**config.mk**
```make
export PLATFORM = sky130hd
export DESIGN_NAME = riego_request_ctrl_flat
export DESIGN_NICKNAME = d
export VERILOG_FILES = /design/src/rtl/planti_pkg.sv /design/src/rtl/riego_request_ctrl_if.sv /design/src/rtl/input_debouncer.sv /design/src/rtl/riego_request_ctrl.sv /design/src/flat_wrapper.sv
export SDC_FILE = /design/constraint.sdc
export NUM_CORES = 1
export LEC_CHECK = 0
export ABC_AREA = 1
export CAP_MARGIN = 40
export CORE_UTILIZATION = 50
export DETAILED_ROUTE_END_ITERATION = 16
export PLACE_DENSITY = 0.66
export SYNTH_ARGS = -nofsm -noshare
export SYNTH_HDL_FRONTEND = slang
export SYNTH_HIERARCHICAL = 1
export SYNTH_SLANG_ARGS = --single-unit
```
**constraint.sdc**
```tcl
create_clock -name clk -period 1.9 [get_ports clk]
set_input_delay 0.38 -clock clk [delete_from_list [all_inputs] [get_ports clk]]
set_output_delay 0.38 -clock clk [all_outputs]
set_load 0.05 [all_outputs]
```
**src/rtl/planti_pkg.sv**
```systemverilog
// Shared types and default timing constants for the plant-watering alarm chain.
package planti_pkg;

    localparam int unsigned CLK_HZ                  = 50_000_000;
    localparam int unsigned DEF_DEBOUNCE_CYCLES     = 1_000_000;      // 20 ms
    localparam int unsigned DEF_CONFIRM_CYCLES      = 250_000_000;    // 5 s
    localparam int unsigned DEF_ALARM_CYCLES        = 343_000_000;    // one melody pass + margin
    localparam int unsigned DEF_COOLDOWN_CYCLES     = 1_500_000_000;  // 30 s
    localparam int          DEF_CNT_W               = 32;

    // Encoding is visible on the estado LEDs, so the codes are fixed.
    typedef enum logic [1:0] {
        ST_IDLE     = 2'd0,
        ST_CONFIRM  = 2'd1,
        ST_ALARM    = 2'd2,
        ST_COOLDOWN = 2'd3
    } riego_state_t;

endpackage

```
**src/rtl/riego_request_ctrl_if.sv**
```systemverilog
// Sensor/button inputs and alarm request outputs of riego_request_ctrl.
// regar is a level request with no ready: it stays high for the whole alarm window and
// the consumer follows its level; seco/silencio are raw asynchronous levels.
interface riego_request_ctrl_if;
    logic       seco;
    logic       silencio;
    logic       regar;
    logic [1:0] estado;

    modport master (output seco, output silencio, input regar, input estado);
    modport slave  (input seco, input silencio, output regar, output estado);
endinterface

```
**src/rtl/input_debouncer.sv**
```systemverilog
// Two-flop synchroniser followed by a stable-time debouncer for one raw input.
module input_debouncer
    import planti_pkg::*;
#(
    parameter int unsigned DEBOUNCE_CYCLES = DEF_DEBOUNCE_CYCLES
) (
    input  logic clk,
    input  logic rst_n,
    input  logic raw,
    output logic filt
);

    localparam int DB_W = (DEBOUNCE_CYCLES > 1) ? $clog2(DEBOUNCE_CYCLES) : 1;
    localparam logic [DB_W-1:0] DB_LAST = DB_W'(DEBOUNCE_CYCLES - 1);

    logic            sync1;
    logic            sync2;
    logic [DB_W-1:0] cnt;

    // The counter only runs while the synced input disagrees with the filtered value.
    always_ff @(posedge clk or negedge rst_n) begin
        if (!rst_n) begin
            sync1 <= 1'b0;
            sync2 <= 1'b0;
            cnt   <= '0;
            filt  <= 1'b0;
        end else begin
            sync1 <= raw;
            sync2 <= sync1;
            if (sync2 == filt) begin
                cnt <= '0;
            end else if (cnt == DB_LAST) begin
                filt <= ~filt;
                cnt  <= '0;
            end else begin
                cnt <= cnt + 1'b1;
            end
        end
    end

endmodule

```
**src/rtl/riego_request_ctrl.sv**
```systemverilog
// Turns the raw dryness flag and silence button into the level regar request.
// Optional macro SILENCE_LATCH_EN: silencing an alarm mutes re-arming until the soil reads wet.
module riego_request_ctrl
    import planti_pkg::*;
#(
    parameter int unsigned DEBOUNCE_CYCLES = DEF_DEBOUNCE_CYCLES,
    parameter int unsigned CONFIRM_CYCLES  = DEF_CONFIRM_CYCLES,
    parameter int unsigned ALARM_CYCLES    = DEF_ALARM_CYCLES,
    parameter int unsigned COOLDOWN_CYCLES = DEF_COOLDOWN_CYCLES,
    parameter int          CNT_W           = DEF_CNT_W
) (
    input  logic                 clk,
    input  logic                 rst_n,
    riego_request_ctrl_if.slave  bus
);

    localparam logic [CNT_W-1:0] CONFIRM_LAST  = CNT_W'(CONFIRM_CYCLES - 1);
    localparam logic [CNT_W-1:0] ALARM_LAST    = CNT_W'(ALARM_CYCLES - 1);
    localparam logic [CNT_W-1:0] COOLDOWN_LAST = CNT_W'(COOLDOWN_CYCLES - 1);

    logic             dry_f;
    logic             sil_f;
    logic             sil_f_d;
    logic             sil_pulse;
    logic             arm_ok;
    riego_state_t     state;
    riego_state_t     state_nx;
    logic [CNT_W-1:0] cnt;
    logic             regar_q;

    input_debouncer #(.DEBOUNCE_CYCLES(DEBOUNCE_CYCLES)) u_dry_db (
        .clk   (clk),
        .rst_n (rst_n),
        .raw   (bus.seco),
        .filt  (dry_f)
    );

    input_debouncer #(.DEBOUNCE_CYCLES(DEBOUNCE_CYCLES)) u_sil_db (
        .clk   (clk),
        .rst_n (rst_n),
        .raw   (bus.silencio),
        .filt  (sil_f)
    );

    always_ff @(posedge clk or negedge rst_n) begin
        if (!rst_n) sil_f_d <= 1'b0;
        else        sil_f_d <= sil_f;
    end

    assign sil_pulse = sil_f & ~sil_f_d;

`ifdef SILENCE_LATCH_EN
    logic muted;

    always_ff @(posedge clk or negedge rst_n) begin
        if (!rst_n)                             muted <= 1'b0;
        else if (state == ST_ALARM && sil_pulse) muted <= 1'b1;
        else if (!dry_f)                        muted <= 1'b0;
    end

    assign arm_ok = ~muted;
`else
    assign arm_ok = 1'b1;
`endif

    // Dryness clearing during ALARM is deliberately ignored so a melody pass is never cut.
    always_comb begin
        state_nx = state;
        case (state)
            ST_IDLE:     if (dry_f && arm_ok) state_nx = ST_CONFIRM;
            ST_CONFIRM: begin
                if (!dry_f)                    state_nx = ST_IDLE;
                else if (cnt == CONFIRM_LAST)  state_nx = ST_ALARM;
            end
            ST_ALARM:    if (sil_pulse || cnt == ALARM_LAST) state_nx = ST_COOLDOWN;
            ST_COOLDOWN: if (cnt == COOLDOWN_LAST)           state_nx = ST_IDLE;
            default:     state_nx = ST_IDLE;
        endcase
    end

    always_ff @(posedge clk or negedge rst_n) begin
        if (!rst_n) begin
            state   <= ST_IDLE;
            cnt     <= '0;
            regar_q <= 1'b0;
        end else begin
            state   <= state_nx;
            cnt     <= (state_nx != state) ? '0 : cnt + 1'b1;
            regar_q <= (state_nx == ST_ALARM);
        end
    end

    assign bus.regar  = regar_q;
    assign bus.estado = state;

endmodule

```
**src/flat_wrapper.sv**
```systemverilog
// flat-port wrapper written by rule: the top's interface ports become plain ports
module riego_request_ctrl_flat import planti_pkg::*;
#(
    parameter int unsigned DEBOUNCE_CYCLES = DEF_DEBOUNCE_CYCLES,
    parameter int unsigned CONFIRM_CYCLES  = DEF_CONFIRM_CYCLES,
    parameter int unsigned ALARM_CYCLES    = DEF_ALARM_CYCLES,
    parameter int unsigned COOLDOWN_CYCLES = DEF_COOLDOWN_CYCLES,
    parameter int          CNT_W           = DEF_CNT_W
)
  (clk, rst_n, bus_seco, bus_silencio, bus_regar, bus_estado);
  riego_request_ctrl_if bus_i ();
  input  logic clk;
  input  logic rst_n;
  input wire logic [$bits(bus_i.seco)-1:0] bus_seco;
  input wire logic [$bits(bus_i.silencio)-1:0] bus_silencio;
  output wire logic [$bits(bus_i.regar)-1:0] bus_regar;
  output wire logic [$bits(bus_i.estado)-1:0] bus_estado;
  assign bus_i.seco = bus_seco;
  assign bus_i.silencio = bus_silencio;
  assign bus_regar = bus_i.regar;
  assign bus_estado = bus_i.estado;
  riego_request_ctrl #(.DEBOUNCE_CYCLES(DEBOUNCE_CYCLES), .CONFIRM_CYCLES(CONFIRM_CYCLES), .ALARM_CYCLES(ALARM_CYCLES), .COOLDOWN_CYCLES(COOLDOWN_CYCLES), .CNT_W(CNT_W)) u_core (.clk(clk), .rst_n(rst_n), .bus(bus_i));
endmodule
```
==> impl_metrics.py <==
metrics = {
    "final_layout": {
        "area_growth_pct": 12.81,
        "fillCellCount": 880,
        "fin_cells": 792,
        "nets": 665,
        "utilization_pct": 59.46,
        "fin_area_sq_um": 5598,
        "post_route_cells_drive_above_1_share_pct": 21.72,
        "n_antenna_cell": 0,
    },
    "global_route": {
        "grt_remaining_overflow": 0,
        "grt_first_pass_wirelength_um": 18020,
        "busiest_layer": "met2",
        "antenna_found_initial": 0,
        "grt.met3_usage_pct": 3.727,
        "grt_pass1_vias": 3822,
        "grt_max_degree": 83,
        "met1_usage_pct": 31.74,
        "grt_use_total_pct": 22.62,
        "use_met2_pct": 35.76,
    },
    "setup_path": {
        "crit_chain": "ha_4 -> nand2_4 -> nor2_4 -> nand2_4 -> nor2_1 -> nand2_1 -> a21oi_2 -> nand3_2 -> nand3_2 -> nand2_4 -> clkbuf_16 -> nor2_2",
        "worstSetupEndpointType": "flop",
        "arrival_ns": 2.14,
        "crit_top_cell": "nand2_4",
        "timing.rr.start": "u_core/cnt[0]$_DFF_PN0_",
        "rrSetupSlack_ns": 0.04,
        "critPathKind": "flop to flop",
        "r2r_end": "u_core/cnt[8]$_DFF_PN0_",
        "startpoint_type": "flop",
        "reg2regPathDepth": 12,
        "slowest_stage": "dfrtp_1",
        "path_max_fanout": 9,
        "worst_path_largest_cell_delay_ns": 0.41,
        "cp.required_ns": 2.18,
    },
    "place": {
        "post-dp-hpwl_um": 7918,
        "dp_cells": 773,
        "globalplace.congestion": 0.8848,
        "postPlaceCellArea_sq_um": 5273,
        "dp_slack_ns": 0.05390,
        "port_buffers": 6,
    },
    "drt": {
        "wl_um": 10520,
        "dr_total_vias": 3937,
        "drtIter0Drc": 179,
        "detail_route.wl_per_cell_um": 13.29,
        "viasPerCell": 4.971,
        "postRouteAntennaNets": 0,
        "first_pass_iters": 4,
        "drc": 0,
    },
    "sta": {
        "fin_ws_ns": 0.03759,
        "worst_slew_pin_slew_ns": 0.4932,
        "clock_skew_ns": 0.009135,
        "rsz0062_at_grt": "true",
        "fin_crit_ns": 1.862,
        "finalHoldViolations": 0,
        "fin_crit_sh_pct": 98.02,
        "max-slew-margin-rel_pct": 67.02,
        "clock.fmax_mhz": 536.9,
        "finalSetupViolations": 0,
        "drv_slew": 0,
    },
    "clock_tree": {
        "numCtsBuffers": 9,
        "cts_tree": "done",
        "cts_root_buf": "clkbuf_8",
        "holdBufCountCts": 0,
        "cts.sinks": 82,
        "clk_path_buf_depth": 2,
        "h-tree-depth": 3,
        "path_clk_slew_ns": 0.09,
        "clock_latency_ns": 0.34,
    },
    "pwr": {
        "power.density_nw_per_um2": 594.8,
        "cellLeakagePower_nw": 2.357,
        "power_w": 0.003330,
        "max-vdd-ir-drop_mv": 0.4088,
    },
    "job": {
        "max_cap_viol_count": 0,
    },
    "synthesis": {
        "yosys-top-cells-area": "dfrtp_1 (41%), nor2_1 (8.9%), nand2_1 (8.8%), xor2_1 (7.1%), inv_1 (5.1%)",
        "synth_area_leader_cell": "dfrtp_1",
        "ys_ff_latch": 82,
        "synthFlopType": "dfrtp_1",
        "synth_edf_count": 0,
        "synth_commonest_cells": "nor2_1 (117), nand2_1 (116), dfrtp_1 (82)",
        "synth_warnings": 6,
        "syn_area_per_cell_sq_um": 7.889,
        "syn-num-nets": 636,
        "yosysTopAreaCellShare_pct": 41.35,
        "ys_types": 30,
        "ys_seq_area_share_pct": 41.35,
        "synthCells": 629,
        "yosysMostFrequentCell": "nor2_1",
        "async_reset_ff_share_pct": 100.0,
        "synth_area_sq_um": 4962,
    },
    "floorplanning": {
        "die-area_sq_um": 10330,
        "start_util_pct": 52.70,
        "die_w_um": 101.6,
        "die_h_um": 101.6,
        "row_count": 35,
        "core_area_sq_um": 9415,
        "num_io_pins": 7,
    },
    "status": {
        "run_status": "complete, no violations",
    },
    "worst_hold_path": {
        "hold_class": "input port to asynchronous set/reset pin",
    },
}
==> area by class of cell <==
type / instances / area, sq um / area share (%)
Clock inverter: 5 / 85.08 / 1.520
Sequential cell: 82 / 2052 / 36.66
Tap cell: 129 / 161.4 / 2.883
Inverter: 72 / 270.3 / 4.828
Clock buffer: 11 / 151.4 / 2.705
Multi-Input combinational cell: 471 / 2650 / 47.34
Timing Repair Buffer: 22 / 227.7 / 4.068
==> metrics by stage <==
stage                     hold slack, ns  TNS (ns)
after floorplan                  0.08441         0
after global placement            0.3326         0
after detailed placement          0.3448         0
after CTS                        0.05240         0
after global routing             0.02891   -0.8603
final                           0.007766         0
==> logic make-up (layout without fill, tap and decap cells) <==
kind of cell             count (synthesis)  after routing  share of synthesized area [%]
AND/OR/NAND/NOR                        403            403                          40.97
buffers and inverters                   76            110                          6.228
adder cells (fa/ha/maj)                  3              3                         0.7565
AO/OA/AOI/OAI                           16             16                          1.740
flip-flops                              82             82                          41.35
XOR/XNOR                                49             49                          8.951
==> layout by cell type (no fill, tap or decap), types with 3 or more instances in the layout <==
cell type | Yosys | layout
xnor2_1 | 7 | 7
nor3_1 | 17 | 17
nor2_2 | 40 | 44
nand3_1 | 32 | 32
nor3b_2 | 4 | 4
nand3_2 | 6 | 6
nand2_2 | 21 | 20
xor2_1 | 40 | 40
dfrtp_1 | 82 | 82
nor4_1 | 5 | 5
nand2_4 | 5 | 7
nor2_4 | 13 | 14
inv_2 | 4 | 4
clkbuf_8 | 0 | 11
buf_12 | 0 | 3
nor2_1 | 117 | 112
a21oi_1 | 4 | 4
nand3b_1 | 3 | 3
nand4_1 | 17 | 17
inv_1 | 68 | 68
buf_4 | 0 | 15
nand2_1 | 116 | 115
o21ai_1 | 8 | 8
clkdlybuf4s50_1 | 0 | 3
nor3_2 | 4 | 3
==> flip-flops by register name, indices dropped and copies added, names as in the netlist <==
| signal | count |
|---|---|
| u_core/sil_f_d | 1 |
| u_core/bus.regar | 1 |
| u_core/u_dry_db/filt | 1 |
| u_core/u_dry_db/sync2 | 1 |
| u_core/u_dry_db/sync1 | 1 |
| u_core/u_sil_db/filt | 1 |
| u_core/u_sil_db/cnt | 20 |
| u_core/u_sil_db/sync2 | 1 |
| u_core/cnt | 32 |
| u_core/u_sil_db/sync1 | 1 |
| u_core/u_dry_db/cnt | 20 |
| u_core/bus.estado | 2 |
==> where the power goes <==
group / internal, W / switching, W
logic: 0.0000244 / 0.0000673
registers: 0.00176 / 0.0000106
clock network: 0.000820 / 0.000650
total: 0.00260 / 0.000728
==> critical path: cells and delay by family, from the launching register on <==
| family | cells | cell delay (ns) |
|---|---|---|
| compound gates | 1 | 0.17 |
| fa+ha+maj | 1 | 0.17 |
| buf+inv | 1 | 0.18 |
| flops | 1 | 0.41 |
| simple gates | 9 | 0.87 |
==> layer usage <==
metal	share of wire, %	routed length [um]
met1	49	5129
met2	48	5043
met3	2.4	254
met4	0.93	98
met5	0	0
==> worst max path at each step <==
stage | startpoint | to | slack [ns] | cells past startpoint
detailed placement | u_core/cnt[0]$_DFF_PN0_ | u_core/cnt[26]$_DFF_PN0_ | 0.05 | 12
floorplan | u_core/cnt[0]$_DFF_PN0_ | u_core/cnt[26]$_DFF_PN0_ | 0.09 | 11
global placement | u_core/cnt[5]$_DFF_PN0_ | u_core/cnt[19]$_DFF_PN0_ | 0.10 | 9
finish | u_core/cnt[0]$_DFF_PN0_ | u_core/cnt[8]$_DFF_PN0_ | 0.04 | 12
global route | u_core/cnt[1]$_DFF_PN0_ | u_core/cnt[30]$_DFF_PN0_ | -0.06 | 12
CTS | u_core/bus.regar$_DFF_PN0_ | bus_regar | 0.04 | 1
==> what timing repair did <==
action | in CTS | in global routing
buffers inserted | 0 | 2
resized for setup | 0 | 12
endpoints found under the setup margin | 0 | 32
Power figures use the tool's default switching activity.
